===== config.mk =====
export PLATFORM = sky130hd
export DESIGN_NAME = fifo_wr_arbiter
export DESIGN_NICKNAME = d
export VERILOG_FILES = /design/src/rtl/fifo_arb_pkg.sv /design/src/rtl/fifo_wr_arbiter_rr_picker.sv /design/src/rtl/fifo_wr_arbiter.sv
export SDC_FILE = /design/constraint.sdc
export NUM_CORES = 1
export LEC_CHECK = 0
export ABC_AREA = 1
export ABC_CLOCK_PERIOD_IN_PS = 4000
export CAP_MARGIN = 20
export CORE_MARGIN = 2
export CORE_UTILIZATION = 38
export CTS_CLUSTER_DIAMETER = 200
export DETAILED_ROUTE_END_ITERATION = 10
export PLACE_DENSITY = 0.81
export SYNTH_ARGS = -nofsm -noshare
export SYNTH_HDL_FRONTEND = slang
export SYNTH_SLANG_ARGS = --single-unit

===== constraint.sdc =====
create_clock -name clk -period 4 [get_ports clk]
set_clock_uncertainty 0.2 [all_clocks]
set_input_delay 1 -clock clk [delete_from_list [all_inputs] [get_ports clk]]
set_output_delay 1 -clock clk [all_outputs]
set_load 0.01 [all_outputs]

===== src/rtl/fifo_arb_pkg.sv =====
// Shared types and width helpers for the FIFO write-port arbiter.
// Burst support in the arbiter is compiled in with FIFO_ARB_BURST_EN.
package fifo_arb_pkg;

  typedef enum logic [0:0] {
    ARB_IDLE = 1'b0,
    ARB_LOCK = 1'b1
  } arb_state_t;

  // Rotation pointer / owner index width (PTR_W) for a given producer count.
  function automatic int ptr_w(input int n_req);
    return (n_req > 1) ? $clog2(n_req) : 1;
  endfunction

  // Burst counter width (CNT_W) able to hold the value MAX_BURST.
  function automatic int cnt_w(input int max_burst);
    return $clog2(max_burst + 1);
  endfunction

endpackage


===== src/rtl/fifo_wr_arbiter_rr_picker.sv =====
// Combinational rotating priority encoder: first requester at or above ptr,
// wrapping from N_REQ-1 back to 0.
module rr_picker
  import fifo_arb_pkg::*;
#(
  parameter int N_REQ = 4,
  parameter int PTR_W = ptr_w(N_REQ)
) (
  input  logic [N_REQ-1:0] req,
  input  logic [PTR_W-1:0] ptr,
  output logic             any,
  output logic [PTR_W-1:0] idx,
  output logic [N_REQ-1:0] sel
);

  logic             any_s;
  logic [PTR_W-1:0] idx_s;
  logic [PTR_W:0]   sum_v;
  logic [PTR_W-1:0] cand_v;

  // Scan from ptr upward; ptr < N_REQ, so a single subtraction wraps the sum.
  always_comb begin
    any_s  = 1'b0;
    idx_s  = {PTR_W{1'b0}};
    sum_v  = {(PTR_W+1){1'b0}};
    cand_v = {PTR_W{1'b0}};
    for (int k = 0; k < N_REQ; k++) begin
      sum_v  = {1'b0, ptr} + (PTR_W+1)'(k);
      cand_v = (sum_v >= (PTR_W+1)'(N_REQ)) ? PTR_W'(sum_v - (PTR_W+1)'(N_REQ))
                                            : PTR_W'(sum_v);
      idx_s  = (!any_s && req[cand_v]) ? cand_v : idx_s;
      any_s  = any_s | req[cand_v];
    end
  end

  // One-hot view of the winner.
  always_comb begin
    sel = {N_REQ{1'b0}};
    for (int j = 0; j < N_REQ; j++) begin
      sel[j] = any_s && (idx_s == PTR_W'(j));
    end
  end

  assign any = any_s;
  assign idx = idx_s;

endmodule


===== src/rtl/fifo_wr_arbiter.sv =====
// Round-robin arbiter sharing one FIFO write port among N_REQ producers.
// Define FIFO_ARB_BURST_EN to lock the port to one owner for up to MAX_BURST words.
module fifo_wr_arbiter
  import fifo_arb_pkg::*;
#(
  parameter int N_REQ     = 4,
  parameter int DATA_W    = 8,
  parameter int MAX_BURST = 4
) (
  input  logic                    clk,
  input  logic                    rst,
  input  logic [N_REQ-1:0]        req,
  input  logic [N_REQ*DATA_W-1:0] data,
  output logic [N_REQ-1:0]        gnt,
  output logic                    write,
  output logic [DATA_W-1:0]       in,
  input  logic                    full
);

  localparam int PTR_W = ptr_w(N_REQ);

  if (N_REQ < 2 || N_REQ > 16 || MAX_BURST < 1 || MAX_BURST > 255 || DATA_W < 1) begin : g_bad_param
    $error("fifo_wr_arbiter: parameter out of range");
  end

  function automatic logic [PTR_W-1:0] ptr_inc(input logic [PTR_W-1:0] p);
    return (p == PTR_W'(N_REQ - 1)) ? {PTR_W{1'b0}} : p + PTR_W'(1);
  endfunction

  logic             pick_any_s;
  logic [PTR_W-1:0] pick_idx_s;
  logic [N_REQ-1:0] pick_sel_s;
  logic [N_REQ-1:0] gnt_s;
  logic [PTR_W-1:0] ptr_r;
  logic [PTR_W-1:0] ptr_nxt_s;

  rr_picker #(
    .N_REQ (N_REQ),
    .PTR_W (PTR_W)
  ) u_picker (
    .req (req),
    .ptr (ptr_r),
    .any (pick_any_s),
    .idx (pick_idx_s),
    .sel (pick_sel_s)
  );

`ifdef FIFO_ARB_BURST_EN
  localparam int CNT_W = cnt_w(MAX_BURST);

  arb_state_t       state_r;
  arb_state_t       state_nxt_s;
  logic [PTR_W-1:0] owner_r;
  logic [PTR_W-1:0] owner_nxt_s;
  logic [CNT_W-1:0] cnt_r;
  logic [CNT_W-1:0] cnt_nxt_s;

  // Grant selection and next-state logic for the idle/lock FSM.
  always_comb begin
    gnt_s       = {N_REQ{1'b0}};
    ptr_nxt_s   = ptr_r;
    state_nxt_s = state_r;
    owner_nxt_s = owner_r;
    cnt_nxt_s   = cnt_r;
    case (state_r)
      ARB_IDLE: begin
        if (pick_any_s && !full) begin
          gnt_s = pick_sel_s;
          if (MAX_BURST > 1) begin
            state_nxt_s = ARB_LOCK;
            owner_nxt_s = pick_idx_s;
            cnt_nxt_s   = CNT_W'(1);
          end else begin
            ptr_nxt_s = ptr_inc(pick_idx_s);
          end
        end else begin
          gnt_s = {N_REQ{1'b0}};
        end
      end
      ARB_LOCK: begin
        // A dropped owner request releases the lock even while full.
        if (!req[owner_r]) begin
          state_nxt_s = ARB_IDLE;
          ptr_nxt_s   = ptr_inc(owner_r);
          cnt_nxt_s   = {CNT_W{1'b0}};
        end else if (!full) begin
          gnt_s[owner_r] = 1'b1;
          if ((cnt_r + CNT_W'(1)) == CNT_W'(MAX_BURST)) begin
            state_nxt_s = ARB_IDLE;
            ptr_nxt_s   = ptr_inc(owner_r);
            cnt_nxt_s   = {CNT_W{1'b0}};
          end else begin
            cnt_nxt_s = cnt_r + CNT_W'(1);
          end
        end else begin
          cnt_nxt_s = cnt_r;
        end
      end
      default: begin
        state_nxt_s = ARB_IDLE;
        cnt_nxt_s   = {CNT_W{1'b0}};
      end
    endcase
  end

  // Pointer, FSM state, owner and burst count registers.
  always_ff @(posedge clk) begin
    if (!rst) begin
      ptr_r   <= {PTR_W{1'b0}};
      state_r <= ARB_IDLE;
      owner_r <= {PTR_W{1'b0}};
      cnt_r   <= {CNT_W{1'b0}};
    end else begin
      ptr_r   <= ptr_nxt_s;
      state_r <= state_nxt_s;
      owner_r <= owner_nxt_s;
      cnt_r   <= cnt_nxt_s;
    end
  end
`else
  // Single-word round robin: grant the winner and move past it.
  always_comb begin
    gnt_s     = {N_REQ{1'b0}};
    ptr_nxt_s = ptr_r;
    if (pick_any_s && !full) begin
      gnt_s     = pick_sel_s;
      ptr_nxt_s = ptr_inc(pick_idx_s);
    end else begin
      ptr_nxt_s = ptr_r;
    end
  end

  // Rotation pointer register.
  always_ff @(posedge clk) begin
    if (!rst) begin
      ptr_r <= {PTR_W{1'b0}};
    end else begin
      ptr_r <= ptr_nxt_s;
    end
  end
`endif

  assign gnt   = rst ? gnt_s : {N_REQ{1'b0}};
  assign write = |gnt;

  // One-hot AND-OR data mux; zero when nothing is granted.
  always_comb begin
    in = {DATA_W{1'b0}};
    for (int i = 0; i < N_REQ; i++) begin
      in = in | (data[i*DATA_W +: DATA_W] & {DATA_W{gnt[i]}});
    end
  end

endmodule


# After elaboration in Yosys (flattened, before gate mapping)

Cells that the tools add are included.

Word-level logic and storage cells: 63
Register bits after elaboration: 2

Equal/unequal tests: 3
Multiplexer cells: 19
Bitwise operators: 10
Reduce and logical (&&, ||, !) cells: 14
Add/sub/neg operators: 8
Order comparisons: 8

Operators with widths:

| operator                                             | count |
|---|---|
| bitwise AND 8 bit                                    | 4 |
| bitwise OR 8 bit                                     | 3 |
| two-way mux 2 bit                                    | 9 |
| < comparator 2 x 3 -> 1 bit (second input constant)  | 4 |
| >= comparator 3 bit (second input constant)          | 3 |
| binary-select mux 1 bit (select 2 bit)               | 4 |
| logical AND 1 bit                                    | 8 |
| two-way mux 4 bit                                    | 2 |
| subtractor 2 x 1 -> 2 bit (second input constant)    | 4 |
| adder 2 x 2 -> 3 bit (second input constant)         | 2 |
| equality test 2 bit (second input constant)          | 2 |
| logical NOT 1 bit                                    | 4 |
| two-way mux 1 bit                                    | 4 |
| OR reduction 4 bit                                   | 1 |
| adder 2 x 1 -> 3 bit (second input constant)         | 1 |
| >= comparator 2 x 3 -> 1 bit (second input constant) | 1 |
| bitwise OR 1 bit                                     | 3 |
| adder 2 x 1 -> 2 bit (second input constant)         | 1 |
| equality test 2 x 1 -> 1 bit (second input constant) | 1 |
| logical NOT 2 bit                                    | 1 |

# Depth between registers and ports, before layout

Depth after elaboration: 18
Gate-level depth with buffers: 17
Mapped depth without buffers: 17

# Hierarchy

Synthesis repeated with hierarchy kept, for this count alone.

Cell total of the unflattened synthesis: 176
Area total of the unflattened synthesis: 895.9 µm²

By module, submodules not included:

| module          | area each (µm²) | times used | sequential area each (µm²) | cells an instance |
|---|---|---|---|---|
| fifo_wr_arbiter | 509.2           | 1          | 40.0                       | 106 |
| rr_picker       | 386.6           | 1          | 0.0                        | 70 |

# Worst setup path after synthesis

No wires, ideal clock.

Kind: input -> output
Start: input req[2]
End: output in[0]
Data arrival time: 2,421 ps
Cell stages on the path: 14
Buffers on the path: 0
Setup slack: 379 ps
Cells stage by stage: inv_1 > nand2_1 > nand3_2 > nand2_2 > nor2_8 > nand2_1 > o211ai_1 > nand2_1 > inv_1 > ha_1 > nand4_4 > nor2_1 > nor2_1 > nand2_1

Cells in the longest elaborated chain, start to end: 15

Ends and longest elaborated chain:

| item                                                              | RTL line                                                         | text |
|---|---|---|
| start: declaration                                                | fifo_wr_arbiter.sv:12                                            | `input logic [N_REQ-1:0] req,` |
| binary-select mux 1 bit (select 2 bit)                            | fifo_wr_arbiter_rr_picker.sv:31, fifo_wr_arbiter_rr_picker.sv:32 |  |
| two-way mux 1 bit (implied by the code)                           | fifo_wr_arbiter_rr_picker.sv:31, fifo_wr_arbiter_rr_picker.sv:32 |  |
| logical NOT 1 bit or bitwise OR 1 bit (tied branches)             | fifo_wr_arbiter_rr_picker.sv:31, fifo_wr_arbiter_rr_picker.sv:32 |  |
| logical AND 1 bit, or another cell as far along                   | fifo_wr_arbiter_rr_picker.sv:31                                  | `idx_s = (!any_s && req[cand_v]) ? cand_v : idx_s;` |
| two-way mux 2 bit, or another cell as far along                   | fifo_wr_arbiter_rr_picker.sv:31                                  |  |
| two-way mux 2 bit or logical AND 1 bit (tied branches)            | fifo_wr_arbiter_rr_picker.sv:31                                  |  |
| two-way mux 2 bit                                                 | fifo_wr_arbiter_rr_picker.sv:31                                  |  |
| equality test 2 x 1 -> 1 bit or logical NOT 2 bit (tied branches) | fifo_wr_arbiter_rr_picker.sv:40                                  | `sel[j] = any_s && (idx_s == PTR_W'(j));` |
| logical AND 1 bit                                                 | fifo_wr_arbiter_rr_picker.sv:40                                  |  |
| two-way mux 4 bit (*)                                             | fifo_wr_arbiter.sv:125                                           | `if (pick_any_s && !full) begin` |
| two-way mux 4 bit (*)                                             | fifo_wr_arbiter.sv:143                                           | `assign gnt = rst ? gnt_s : {N_REQ{1'b0}};` |
| bitwise AND 8 bit                                                 | fifo_wr_arbiter.sv:150                                           | `in = in \| (data[i*DATA_W +: DATA_W] & {DATA_W{gnt[i]}});` |
| bitwise OR 8 bit (2 in series)                                    | fifo_wr_arbiter.sv:150                                           |  |
| bitwise OR 8 bit (*)                                              | fifo_wr_arbiter.sv:150                                           |  |
| end: declaration                                                  | fifo_wr_arbiter.sv:16                                            | `output logic [DATA_W-1:0] in,` |

Every way passes the cells marked *; elsewhere a longest branch is shown, timed or not. The select of a mux whose other input is x is not followed.

# Worst setup path in the final report

Start: input req[2]
End: output in[1]

Same word-level chain as after synthesis.

==> results by group <==
Run status
  – Outcome: finished, violations left
  – Violated checks: setup timing

Yosys
  – Top FF cell, synth: dfxtp_1
  – Synth area leaders: nor2_1 21%, inv_1 19%, nand2_1 16%
  – EDFF count, synth: 0
  – Sequential share of the synthesized area: 4.62%
  – Cell type with the largest total area after synthesis: nor2_1
  – Mapped Area: 866 sq um
  – Top-area cell type share of the netlist area: roughly a fifth
  – Asr flop ratio synth: 0%
  – Distinct cells, synth: 23
  – Net Count, Synth: 210
  – FF+latch count, synth: 2
  – Syn avg cell area: 5.18 sq um
  – Most frequent cell after synthesis: nor2_1
  – Commonest cells post-synth: 48 x nor2_1, 43 x inv_1, 38 x nand2_1
  – YS warnings: 0
  – Post-synthesis instance total: 167

Timing
  – Min cycle time layout: 4.09 ns
  – Setup WS post-layout: -0.0928 ns
  – TNS Setup: -0.220 ns
  – Endpoints failing setup: 4
  – Tcrit/Tclk final: 102%
  – Final Max Tran Viols: 0
  – RSZ-0062 raised after global routing: yes
  – Max-slew headroom: 81.2%
  – Fmax: between 200 and 250 MHz
  – Final hold vios: 0
  – Worst-Margin Slew: 0.281 ns

Cells and area
  – Largest register FFs: 2
  – Final cell count without fillers: between 200 and 300
  – P&R area growth vs syn: 120%
  – Biggest regs: ptr_r x2
  – Layout cells sized above 1: 41.8%
  – Top reg by flops: ptr_r
  – Fill cells: 108
  – Final core utilization: 86.9%
  – Ant. Diodes: 0
  – # nets final: 296

Clock tree
  – Clock transition at path regs: 0.03 ns
  – CTS H-tree depth: 1
  – Num CTS Buffers: 3
  – CTS Sinks: 2
  – CTS tree: done
  – Clock Tree Buf Depth: 2
  – Skew-Pair Late Insertion Delay: between 0.2 and 0.25 ns
  – Cts hold-fix bufs: 0
  – Clock Tree Root: clkbuf_4

GRT
  – Antenna violations before repair: 0
  – Via count of the first global-routing pass: 1358
  – First-pass GRT wire length: 5950 um
  – Largest net degree at the start of global routing: 11
  – Total grt overflow: 0
  – Gr usage total: 29.6%

Worst setup path
  – Crit-path most repeated cell: nand2_1
  – Crit path capture type: output pin
  – Critical path peak fanout: 5
  – Critical Path RT: between 2 and 3 ns
  – Startpoint Class: input pin
  – Setup CP Type: in2out
  – R2r worst-path depth: 15
  – Crit-path cells: buf_6, inv_4, nand2_4, nand2_1, nand2_1, o21ai_4, buf_4, nand3_4, inv_1, nor2_4, buf_4, ha_4, nand4_4, nor2_1, nor2_1, nand2_1, buf_2
  – Crit path max-delay family: simple AND/OR/NAND/NOR gates
  – Critical Path AT: a little under 3 ns
  – CP max-delay cell: nor2_1
  – Buf/Inv on CP: 6
  – Max stage delay on crit path: 0.19 ns
  – Crit. path cell count: 17

Route
  – DRT Wirelength: 4510 um
  – Metal2 WL: around 2300 um
  – Top sig layer: met4
  – Met3 WL: 398 um
  – Initial DRC Count: 62
  – DRT Pass-1 Iters: 4
  – Antenna-violating nets left: 0
  – Post-DR vias/cell: between 5 and 6
  – Routed wire length per instance: 16.2 um
  – Vias: 1467
  – Wl on met1: 1700 um
  – DRC: 0

Power
  – P_leak: around 1.0 nW
  – PwrDens: 702 nW/um^2
  – Sequential fraction of design power: ~3%
  – Peak VDD IR: 0.723 mV
  – Clock share of power: about 3.5%
  – Switch Pwr: 0.712 mW
  – Internal power: 0.625 mW
  – Combinational share of power: approximately 93%
  – Net Sw Frac: 53.3%

Place
  – DP HPWL: 2280 um
  – Cell total after placement: around 250
  – PortBufs: 51
  – Routability cong.: 0.878
  – Setup WS pre-CTS: -0.869 ns

Min path
  – Hold path depth: 2
  – HP Class: reg2reg

Floorplan
  – Num rows: 17
  – Die W: 51.7 um
  – Initial Util: about two fifths
  – Die Ht: between 50 and 60 um
  – Core area: about 2200 sq um
  – Num ports: 52
  – DIE AREA: 2680 sq um

Job
  – Maxcap violations: 0
power groups by stage:
stage          combinational (mW)  clock (mW)  sequential, mW
2_1_floorplan               0.468           0          0.0378
3_3_place_gp                0.733           0          0.0388
3_5_place_dp                0.763           0          0.0390
4_1_cts                      1.06      0.0471          0.0405
5_1_grt                      1.32      0.0495          0.0413
6_report                     1.25      0.0470          0.0407
logic make-up after synthesis:
kind of cell / after synthesis / share of synthesized area (%)
simple gates: 105 / 62.0
flops: 2 / 4.62
compound gates: 8 / 5.78
buf+inv: 48 / 21.8
fa+ha+maj: 4 / 5.78
per-layer routing:
metal | track usage, % | vias to the layer above
met5 | 0 | -
li1 | - | 665
met1 | 33.8 | 680
met4 | 13.2 | 0
met2 | 54.1 | 103
met3 | 4.02 | 19
cells in the final DEF, fill, tap and decap left out, drive strengths merged:
cell type and n:
a21oi 2, buf 41, clkbuf 6, clkdlybuf4s15 1, clkdlybuf4s50 34, clkinv 1
dfxtp 2, dlygate4sd2 1, ha 4, inv 45, nand2 43, nand3 5
nand4 10, nor2 50, o211ai 1, o21ai 5
path summary, 6_finish.rpt:
path,from,to,slack [ns]
worst max-delay path,req[2],in[1],-0.09
worst min-delay path,ptr_r[1],ptr_r[1],0.49
worst max register to register,ptr_r[1],ptr_r[1],1.59
worst min register to register,ptr_r[1],ptr_r[1],0.49
stage by stage:
stage	total power [mW]	cell area (sq um)	hold WS, ns
6_report	1.34	1900	0.488
2_1_floorplan	0.506	866	0.349
3_3_place_gp	0.772	1480	0.398
3_5_place_dp	0.802	1480	0.401
4_1_cts	1.15	1800	0.428
5_1_grt	1.41	1900	0.512
repair_timing:
item,4_1_cts,5_1_grt
endpoints found under the setup margin,13,13
buffers inserted,15,4
gates cloned,3,0
resized for setup,88,46
hold endpoints to repair,0,0
pin swaps,25,21
cell type report:
class                   count  area (sq um)  area share, %
inverters                  46           185           9.72
multi-input cells         120           893           46.9
repair buffers             80           728           38.2
flip-flops and latches      2          40.0           2.10
clock buffers               3          22.5           1.18
well taps                  28          35.0           1.84
worst reg2reg max path: stages (launching register included):
cell and delay, ns:
dfxtp_1 0.42, inv_2 0.15, nand2_1 0.11, nand2_2 0.11, nand2_4 0.11, nand2_4 0.08, buf_4 0.14, nand3_4 0.06
nand2_1 0.06, nand2_1 0.09, nand2_2 0.08, nor2_4 0.14, buf_4 0.15, ha_4 0.19, o21ai_1 0.14, a21oi_1 0.06
Power figures use the tool's default switching activity.
